`config.mk`:
```
export PLATFORM = sky130hd
export DESIGN_NAME = pe_tile_sequencer
export DESIGN_NICKNAME = d
export VERILOG_FILES = /design/src/rtl/pe_seq_pkg.sv /design/src/rtl/pe_tile_sequencer.sv
export SDC_FILE = /design/constraint.sdc
export NUM_CORES = 1
export LEC_CHECK = 0
export CORE_AREA = 2 2 88 90
export DETAILED_ROUTE_END_ITERATION = 16
export DIE_AREA = 0 0 90 92
export GPL_ROUTABILITY_DRIVEN = 0
export GPL_TIMING_DRIVEN = 0
export PLACE_DENSITY = 0.74
export SETUP_SLACK_MARGIN = 0.05
export SYNTH_ARGS = -nofsm -noshare
export SYNTH_HDL_FRONTEND = slang
export SYNTH_SLANG_ARGS = --single-unit
```
`constraint.sdc`:
```
create_clock -name clk -period 1.7 [get_ports clk]
set_input_delay 0.34 -clock clk [delete_from_list [all_inputs] [get_ports clk]]
set_output_delay 0.34 -clock clk [all_outputs]
set_load 0.02 [all_outputs]
```
`src/rtl/pe_seq_pkg.sv`:
```
// rtl/pe_seq_pkg.sv - widths, FSM states and control structs for the PE tile sequencer
package pe_seq_pkg;

  localparam int A_W          = 8;
  localparam int C_W          = 20;
  localparam int SHIFT_W      = 5;
  localparam int ID_W         = 3;
  localparam int MAX_ROWS     = 16;
  localparam int CNT_W        = $clog2(MAX_ROWS + 1);
  localparam int DRAIN_CYCLES = 16;
  localparam int TMR_W        = $clog2(DRAIN_CYCLES + 1);

  typedef enum logic [1:0] {
    IDLE   = 2'd0,
    STREAM = 2'd1,
    DRAIN  = 2'd2
  } seq_state_t;

  typedef struct packed {
    logic               dataflow;
    logic               propagate;
    logic [SHIFT_W-1:0] shift;
    logic [ID_W-1:0]    id;
    logic               last;
  } pe_ctrl_t;

  typedef struct packed {
    logic [CNT_W-1:0]   rows;
    logic               dataflow;
    logic [SHIFT_W-1:0] shift;
    logic [ID_W-1:0]    id;
  } tile_cmd_t;

  function automatic logic [CNT_W-1:0] clamp_rows(input logic [CNT_W-1:0] rows);
    return (rows > CNT_W'(MAX_ROWS)) ? CNT_W'(MAX_ROWS) : rows;
  endfunction

endpackage

```
`src/rtl/pe_tile_sequencer.sv`:
```
// rtl/pe_tile_sequencer.sv - streams one tile of operand beats into the PE, drains, reports done
module pe_tile_sequencer
  import pe_seq_pkg::*;
(
  input  logic               clk,
  input  logic               rst_n,
  input  logic               cmd_valid,
  output logic               cmd_ready,
  input  logic [CNT_W-1:0]   cmd_rows,
  input  logic               cmd_dataflow,
  input  logic [SHIFT_W-1:0] cmd_shift,
  input  logic [ID_W-1:0]    cmd_id,
  input  logic               op_valid,
  output logic               op_ready,
  input  logic [A_W-1:0]     op_a,
  input  logic [C_W-1:0]     op_b,
  input  logic [C_W-1:0]     op_d,
  output logic               pe_valid,
  output logic [A_W-1:0]     pe_a,
  output logic [C_W-1:0]     pe_b,
  output logic [C_W-1:0]     pe_d,
  output logic               pe_dataflow,
  output logic               pe_propagate,
  output logic [SHIFT_W-1:0] pe_shift,
  output logic [ID_W-1:0]    pe_id,
  output logic               pe_last,
  output logic               done_valid,
  output logic [ID_W-1:0]    done_id
);

  seq_state_t       state, state_next;
  logic [CNT_W-1:0] cnt;
  logic [TMR_W-1:0] timer;
  pe_ctrl_t         ctrl;
  tile_cmd_t        cmd_in;
  logic             cmd_fire, op_fire, drain_end;

  assign cmd_in    = '{rows: clamp_rows(cmd_rows), dataflow: cmd_dataflow,
                       shift: cmd_shift, id: cmd_id};
  assign cmd_fire  = cmd_valid & cmd_ready;
  assign op_fire   = op_valid & op_ready;
  assign drain_end = (state == DRAIN) && (timer == TMR_W'(DRAIN_CYCLES - 1));

  // The done pulse cycle is already IDLE; holding cmd_ready low there keeps the
  // next accept strictly after the pulse.
  always_comb begin
    state_next = state;
    cmd_ready  = 1'b0;
    op_ready   = 1'b0;
    unique case (state)
      IDLE: begin
        cmd_ready = rst_n & ~done_valid;
        if (cmd_valid && rst_n && !done_valid)
          state_next = (cmd_in.rows == '0) ? DRAIN : STREAM;
      end
      STREAM: begin
        op_ready = rst_n;
        if (op_valid && rst_n && cnt == CNT_W'(1))
          state_next = DRAIN;
      end
      DRAIN: begin
        if (timer == TMR_W'(DRAIN_CYCLES - 1))
          state_next = IDLE;
      end
      default: state_next = IDLE;
    endcase
  end

  always_ff @(posedge clk) begin
    if (!rst_n) begin
      state      <= IDLE;
      cnt        <= '0;
      timer      <= '0;
      ctrl       <= '0;
      pe_valid   <= 1'b0;
      pe_a       <= '0;
      pe_b       <= '0;
      pe_d       <= '0;
      done_valid <= 1'b0;
      done_id    <= '0;
    end else begin
      state      <= state_next;
      pe_valid   <= 1'b0;
      ctrl.last  <= 1'b0;
      done_valid <= 1'b0;
      if (cmd_fire) begin
        ctrl.dataflow <= cmd_in.dataflow;
        ctrl.shift    <= cmd_in.shift;
        ctrl.id       <= cmd_in.id;
        if (cmd_in.rows != '0)
          ctrl.propagate <= ~ctrl.propagate;
        cnt   <= cmd_in.rows;
        timer <= '0;
      end
      if (op_fire) begin
        pe_valid  <= 1'b1;
        pe_a      <= op_a;
        pe_b      <= op_b;
        pe_d      <= op_d;
        ctrl.last <= (cnt == CNT_W'(1));
        cnt       <= cnt - CNT_W'(1);
      end
      if (state == DRAIN) begin
        if (drain_end) begin
          done_valid <= 1'b1;
          done_id    <= ctrl.id;
          timer      <= '0;
        end else begin
          timer <= timer + TMR_W'(1);
        end
      end
    end
  end

  assign pe_dataflow  = ctrl.dataflow;
  assign pe_propagate = ctrl.propagate;
  assign pe_shift     = ctrl.shift;
  assign pe_id        = ctrl.id;
  assign pe_last      = ctrl.last;

endmodule
```
Word level (Yosys, flattened, before mapping):

Index checks and enable logic that the tools add are counted.

* bits in registers: 76
* input port bits: 66
* output and inout bits: 66
* word-level logic and storage cells: 60

* $add $sub $neg: 2
* $lt $le $gt $ge: 1
* equal/unequal tests: 7
* mux-type cells: 15
* bitwise logic cells: 5
* reductions and logical operators: 16

Operators by type and width (number)
* $mux 5: 6
* $mux 2: 4
* $reduce_and 2->1: 4
* $ne 2x2->1 const B: 3
* $pmux 2 s3: 1
* $add 5x1->5 const B: 1
* $eq 5x1->1 const B: 1
* $eq 5x4->1 const B: 1
* $gt 5x5->1 const B: 1
* $logic_and 1x1->1: 5
* $logic_not 5->1: 1
* $reduce_bool 5->1: 1
* $sub 5x1->5 const B: 1
* $mux 1: 4
* $reduce_bool 2->1: 2
* $and 1x1->1: 3
* $reduce_and 3->1: 1
* $eq 2x1->1 const B: 1
* $eq 2x2->1 const B: 1
* $logic_not 2->1: 1
* $not 1->1: 2
* $logic_not 1->1: 1

Logic depth before layout (Yosys ltp):

* word-level depth: 6
* gate-level depth with buffers: 6

Worst setup path before layout:

OpenSTA, ideal clock, no wires.

* path type: register -> register
* start point: reg state[1]
* end point: reg cnt[0]
* library setup time: 120 ps
* data arrival time: 1596 ps
* required time: 1580 ps
* slack: -15 ps
* cell stages (with the launch flop): 5
* path buffers: 0
* period minus slack after synthesis: 1715 ps
* path through: dfxtp_1 -> nor4b_2 -> nand2_2 -> and3_1 -> o31a_1

* cells in the longest elaborated chain, start to end: 4
* elaborated cells between the ends (all ways): 8
* those cells by class: eq/ne: 1; mux: 3; bitwise: 2; reduce/logical: 2

RTL lines
* from (decl): line pe_tile_sequencer.sv:31 `seq_state_t state, state_next;`
* from (signal assigned): line pe_tile_sequencer.sv:82 `state <= state_next;`
* $logic_not 2->1: line pe_tile_sequencer.sv:50 `unique case (state)`
* $mux 1: line pe_tile_sequencer.sv:50
* named net cmd_ready: line pe_tile_sequencer.sv:8 `output logic cmd_ready,`
* $and 1x1->1: line pe_tile_sequencer.sv:40 `assign cmd_fire = cmd_valid & cmd_ready;`
* $reduce_bool 2->1 (no line)
* to (signal assigned): line pe_tile_sequencer.sv:92 `cnt <= cmd_in.rows;`
* to (signal assigned): line pe_tile_sequencer.sv:101 `cnt <= cnt - CNT_W'(1);`
* to (decl): line pe_tile_sequencer.sv:32 `logic [CNT_W-1:0] cnt;`

The timed path passes the listed nets, and every way through them passes these cells.
A chain may end at the register's enable or synchronous reset.

Worst setup path after layout:

* start point: reg pe_a[2]
* end point: out pe_a[2]

RTL lines
* from (decl): line pe_tile_sequencer.sv:19 `output logic [A_W-1:0] pe_a,`
* from (signal assigned): line pe_tile_sequencer.sv:97 `pe_a <= op_a;`

No word-level cell between the ends.

==> results.md <==
STA:
- The number of failing setup endpoints in the final timing report is 0.
- The achievable frequency is between 600 and 700 MHz.
- Of the available clock period, the critical path in the final layout requires 0.958.
- The number of pins exceeding their max-slew limit in the final report is 0.
- The pin slew with the least headroom to its limit is 0.479 ns.
- The final-layout worst hold slack is 0.456 ns.
- The minimum period implied by the final worst setup slack is 1.63 ns.
- The count of endpoints failing hold in the final timing report is 0.
- Setup repair after global routing left no endpoint under its margin.
- Measured against its own limit, the worst slew margin works out to 0.681.
- The largest clock skew in the final design is 0.00689 ns.

Yosys:
- Ranked by total cell area, the synthesized netlist is headed by sky130_fd_sc_hd__dfxtp_1, sky130_fd_sc_hd__nand2_1, sky130_fd_sc_hd__o21ai_0.
- For this run, the register share of the synthesized area comes to 0.539.
- The biggest area contributor in the post-synthesis netlist is sky130_fd_sc_hd__dfxtp_1.
- The cell count after synthesis came out at 351.
- Yosys mapped the design onto 35 distinct sky130hd cell types.
- The share of synthesized registers carrying an async set or reset is 0.
- The Yosys step of the flow raised 0 warnings.
- The post-synthesis net count is 420.
- The combined area of all synthesized cells is 2820 µm².
- The flip-flop cell with the highest count after synthesis is sky130_fd_sc_hd__dfxtp_1.
- Averaged over all synthesized cells, the footprint is 8.04 µm².
- In this run, synthesis inferred 0 flip-flops with an integrated enable.
- After synthesis the netlist holds a flip-flop and latch count of 76.
- The top-area cell type share of the netlist area is 0.539.

Global routing:
- The number of global-route vias before repair is between 2000 and 3000.
- The number of antenna violations at the first check in global routing is 0.
- For this run, the total global-route usage over all layers was measured as 0.190.
- The wire length of the first global-routing pass is 12800 µm.
- The maximum number of pins on one net before global-route repair is 14.
- The sum of overflow across all layers after global routing is 0.

Critical path:
- The largest single stage delay on the critical path is 0.62 ns.
- The signal on the critical path passes through clkdlybuf4s50_1.
- The number of buffers and inverters on the critical path is 1.
- The standard cell with the maximum stage delay on the critical path is sky130_fd_sc_hd__clkdlybuf4s50_1.
- The worst path required time is 1.36 ns.
- STA puts the critical path data arrival time at about 1.3 ns.
- The worst setup path is captured at an output port.
- The cell type group with the largest total delay on the critical path is buffers and inverters.
- The biggest fanout along the worst timing path is 2.
- The classification of the worst setup path is reg -> out.
- STA classifies the critical path startpoint as a register.

Clock tree:
- The maximum clock insertion buffer count is 2.
- The tree is rooted in a sky130_fd_sc_hd__clkbuf_8.
- Clock-pin slew was measured on the worst setup and hold paths at 0.08 ns.
- The clock reaches the later pin of the worst-skew pair after 0.35 ns.
- TritonCTS built the clock tree.
- The number of hold buffers added after CTS was 0.
- The H-tree was split into 3 levels.
- The number of clock buffers added by TritonCTS is 9.
- The clock net sink count is 76.

Floorplanning:
- The number of top-level pins is 132.
- The overall die width is 90 µm.
- The core footprint is 7450 µm².
- The floorplan has 32 rows.
- The floorplan step defined a die boundary enclosing between 8000 and 9000 µm².
- For this configuration, the core starts out at a cell density of 0.379.
- The floorplan step set the die height to roughly 90 µm.

Detailed routing:
- In this run, the number of DRC markers left after iteration 0 of detailed routing was 57.
- The count of nets left with antenna violations once routing finished came out at 0.
- The via count is 2822.
- The first-pass iteration count of the detailed router is 5.
- For this run, design rule violations remaining after detail routing come to 0.
- The via density per instance is 4.70.
- The detailed-route wire length per cell is ~13 µm.
- The final wirelength is around 8000 µm.

Cells and area:
- Once layout is complete, the utilization of the core stands at 0.615.
- Once layout is complete, the cells apart from fillers number 600.
- The repair_antennas step left the layout with diodes totalling 0.
- The post-route standard cell area excluding fillers is 4580 µm².
- The share of final-layout standard cells stronger than drive strength 1 is 0.0803.
- The total number of nets in the final design is 563.
- From synthesis to final layout, the design area changed by 62.3%.

Pwr:
- Of the total power, combinational logic draws 0.129.
- The share of total power dissipated in the clock network is 0.387.
- The share of total power dissipated in sequential elements is 0.483.
- The cell area power density is 851 nW/µm².
- The maximum ir drop on the vdd rail is ~460 µV.
- The net switching share of the total power is 0.247.
- The internal cell power is 2.93 mW.
- The analysis attributes to cell leakage a power of 2.34 nW.
- Summed over all nets, the switching power comes to 963 µW.

Place:
- The placed instances occupy a cell area of 4270 µm².
- Detailed placement ended at an HPWL of 5840 µm.
- In this run, placement finished with an instance count of 584.
- The count of buffers from port buffering is 131.

Flow run:
- The number of maximum-capacitance violations is 0.

Run status:
- The run finished with clean final reports.

Min path:
- The path class of the lowest-slack min-delay path is reg -> reg.
## registers in the layout, indices dropped and copies added, names as in the netlist
name,count
pe_shift,5
cnt,5
pe_dataflow,1
pe_last,1
pe_a,8
pe_d,20
pe_b,20
timer,5
pe_propagate,1
done_id,3
pe_valid,1
pe_id,3
state,2
done_valid,1
## layout make-up
cell class                 count  area, µm²
inverter                       5       18.8
clock buffer                   9        124
fill                         674       2870
multi-input combinational    248       1210
timing repair buffer         132       1370
sequential                    76       1530
clock inverter                 6       88.8
buffer                        22        115
tap                          102        128
## path summary, 6_finish.rpt
kind,depth (start not counted),endpoint,slack [ns],startpoint
worst max-delay path,1,pe_a[2],0.07,pe_a[2]
worst min-delay path,2,pe_b[17],0.46,pe_b[17]
worst max register to register,5,cnt[4],0.16,state[1]
worst min register to register,2,pe_b[17],0.46,pe_b[17]
## placed cells by master (no fill, tap or decap), types with 3 or more instances in the layout
cell	instances
sky130_fd_sc_hd__buf_2	8
sky130_fd_sc_hd__clkbuf_8	10
sky130_fd_sc_hd__ha_1	3
sky130_fd_sc_hd__buf_4	4
sky130_fd_sc_hd__a21oi_1	13
sky130_fd_sc_hd__and3_1	3
sky130_fd_sc_hd__o21ai_0	52
sky130_fd_sc_hd__dlymetal6s2s_1	35
sky130_fd_sc_hd__clkdlybuf4s50_1	74
sky130_fd_sc_hd__nand3_1	7
sky130_fd_sc_hd__nor2_1	7
sky130_fd_sc_hd__nand3b_1	5
sky130_fd_sc_hd__dlygate4sd2_1	20
sky130_fd_sc_hd__clkbuf_1	9
sky130_fd_sc_hd__dfxtp_1	73
sky130_fd_sc_hd__nand2_1	127
sky130_fd_sc_hd__inv_1	5
sky130_fd_sc_hd__nand2b_1	3
## synth_stat cells, types with 2 or more instances
cell	n
sky130_fd_sc_hd__nand2_1	127
sky130_fd_sc_hd__dfxtp_1	76
sky130_fd_sc_hd__o21ai_0	52
sky130_fd_sc_hd__a21oi_1	13
sky130_fd_sc_hd__clkbuf_1	12
sky130_fd_sc_hd__buf_2	9
sky130_fd_sc_hd__nand3_1	7
sky130_fd_sc_hd__nor2_1	7
sky130_fd_sc_hd__inv_1	5
sky130_fd_sc_hd__nand3b_1	5
sky130_fd_sc_hd__and3_1	3
sky130_fd_sc_hd__ha_1	3
sky130_fd_sc_hd__nand2b_1	3
sky130_fd_sc_hd__nor3_1	3
sky130_fd_sc_hd__a211oi_1	2
sky130_fd_sc_hd__a31oi_1	2
sky130_fd_sc_hd__nor2b_1	2
sky130_fd_sc_hd__o21a_1	2
sky130_fd_sc_hd__o31a_1	2
## metal layers
| metal | up-vias | GRT usage | wire length (µm) |
|---|---|---|---|
| met5 | - | 0 | 0 |
| met4 | 0 | 0.0872 | 144 |
| met3 | 13 | 0.0411 | 368 |
| met2 | 84 | 0.327 | 3980 |
| met1 | 1275 | 0.228 | 3510 |
| li1 | 1450 | - | - |
## power by group through the flow
| stage | Sequential [mW] | Combinational (mW) | Clock (mW) |
|---|---|---|---|
| after floorplan | 1.99 | 0.141 | 0 |
| final | 1.88 | 0.504 | 1.51 |
| after CTS | 1.89 | 0.511 | 1.53 |
| after global routing | 1.89 | 0.544 | 1.61 |
| after global placement | 1.92 | 0.512 | 0 |
| after detailed placement | 1.93 | 0.516 | 0 |
## kinds of logic (layout without fill, tap and decap cells)
kind of cell | Yosys count | in the layout | synth area share
AO/OA/AOI/OAI | 79 | 79 | 0.154
adder cells (fa/ha/maj) | 3 | 3 | 0.0133
buffers and inverters | 27 | 174 | 0.0399
flip-flops | 76 | 76 | 0.539
multiplexers | 1 | 1 | 0.00355
AND/OR/NAND/NOR | 165 | 165 | 0.250
## worst register-to-register path: stages (launching register included)
cell                       delay [ns]
sky130_fd_sc_hd__dfxtp_2         0.45
sky130_fd_sc_hd__and4b_2         0.29
sky130_fd_sc_hd__buf_4           0.18
sky130_fd_sc_hd__clkbuf_4        0.19
sky130_fd_sc_hd__a32oi_1         0.22
sky130_fd_sc_hd__a21oi_1         0.09
## timing repair
| action | in CTS | in global routing |
|---|---|---|
| pin swaps | 0 | 1 |
| gates resized for setup | 35 | 47 |
| buffers inserted | 1 | 0 |
| cloned | 0 | 0 |
| endpoints found under the setup margin | 85 | 69 |
## metrics by stage
step | TNS [ns] | total power, mW | worst slack [ns]
4_1_cts | 0 | 3.93 | 0.0154
2_1_floorplan | 0 | 2.13 | 0.155
3_3_place_gp | -26.12 | 2.44 | -1.18
5_1_grt | 0 | 4.04 | 0.0493
3_5_place_dp | -27.89 | 2.44 | -1.17
6_report | 0 | 3.90 | 0.0718
Power figures use the tool's default switching activity.
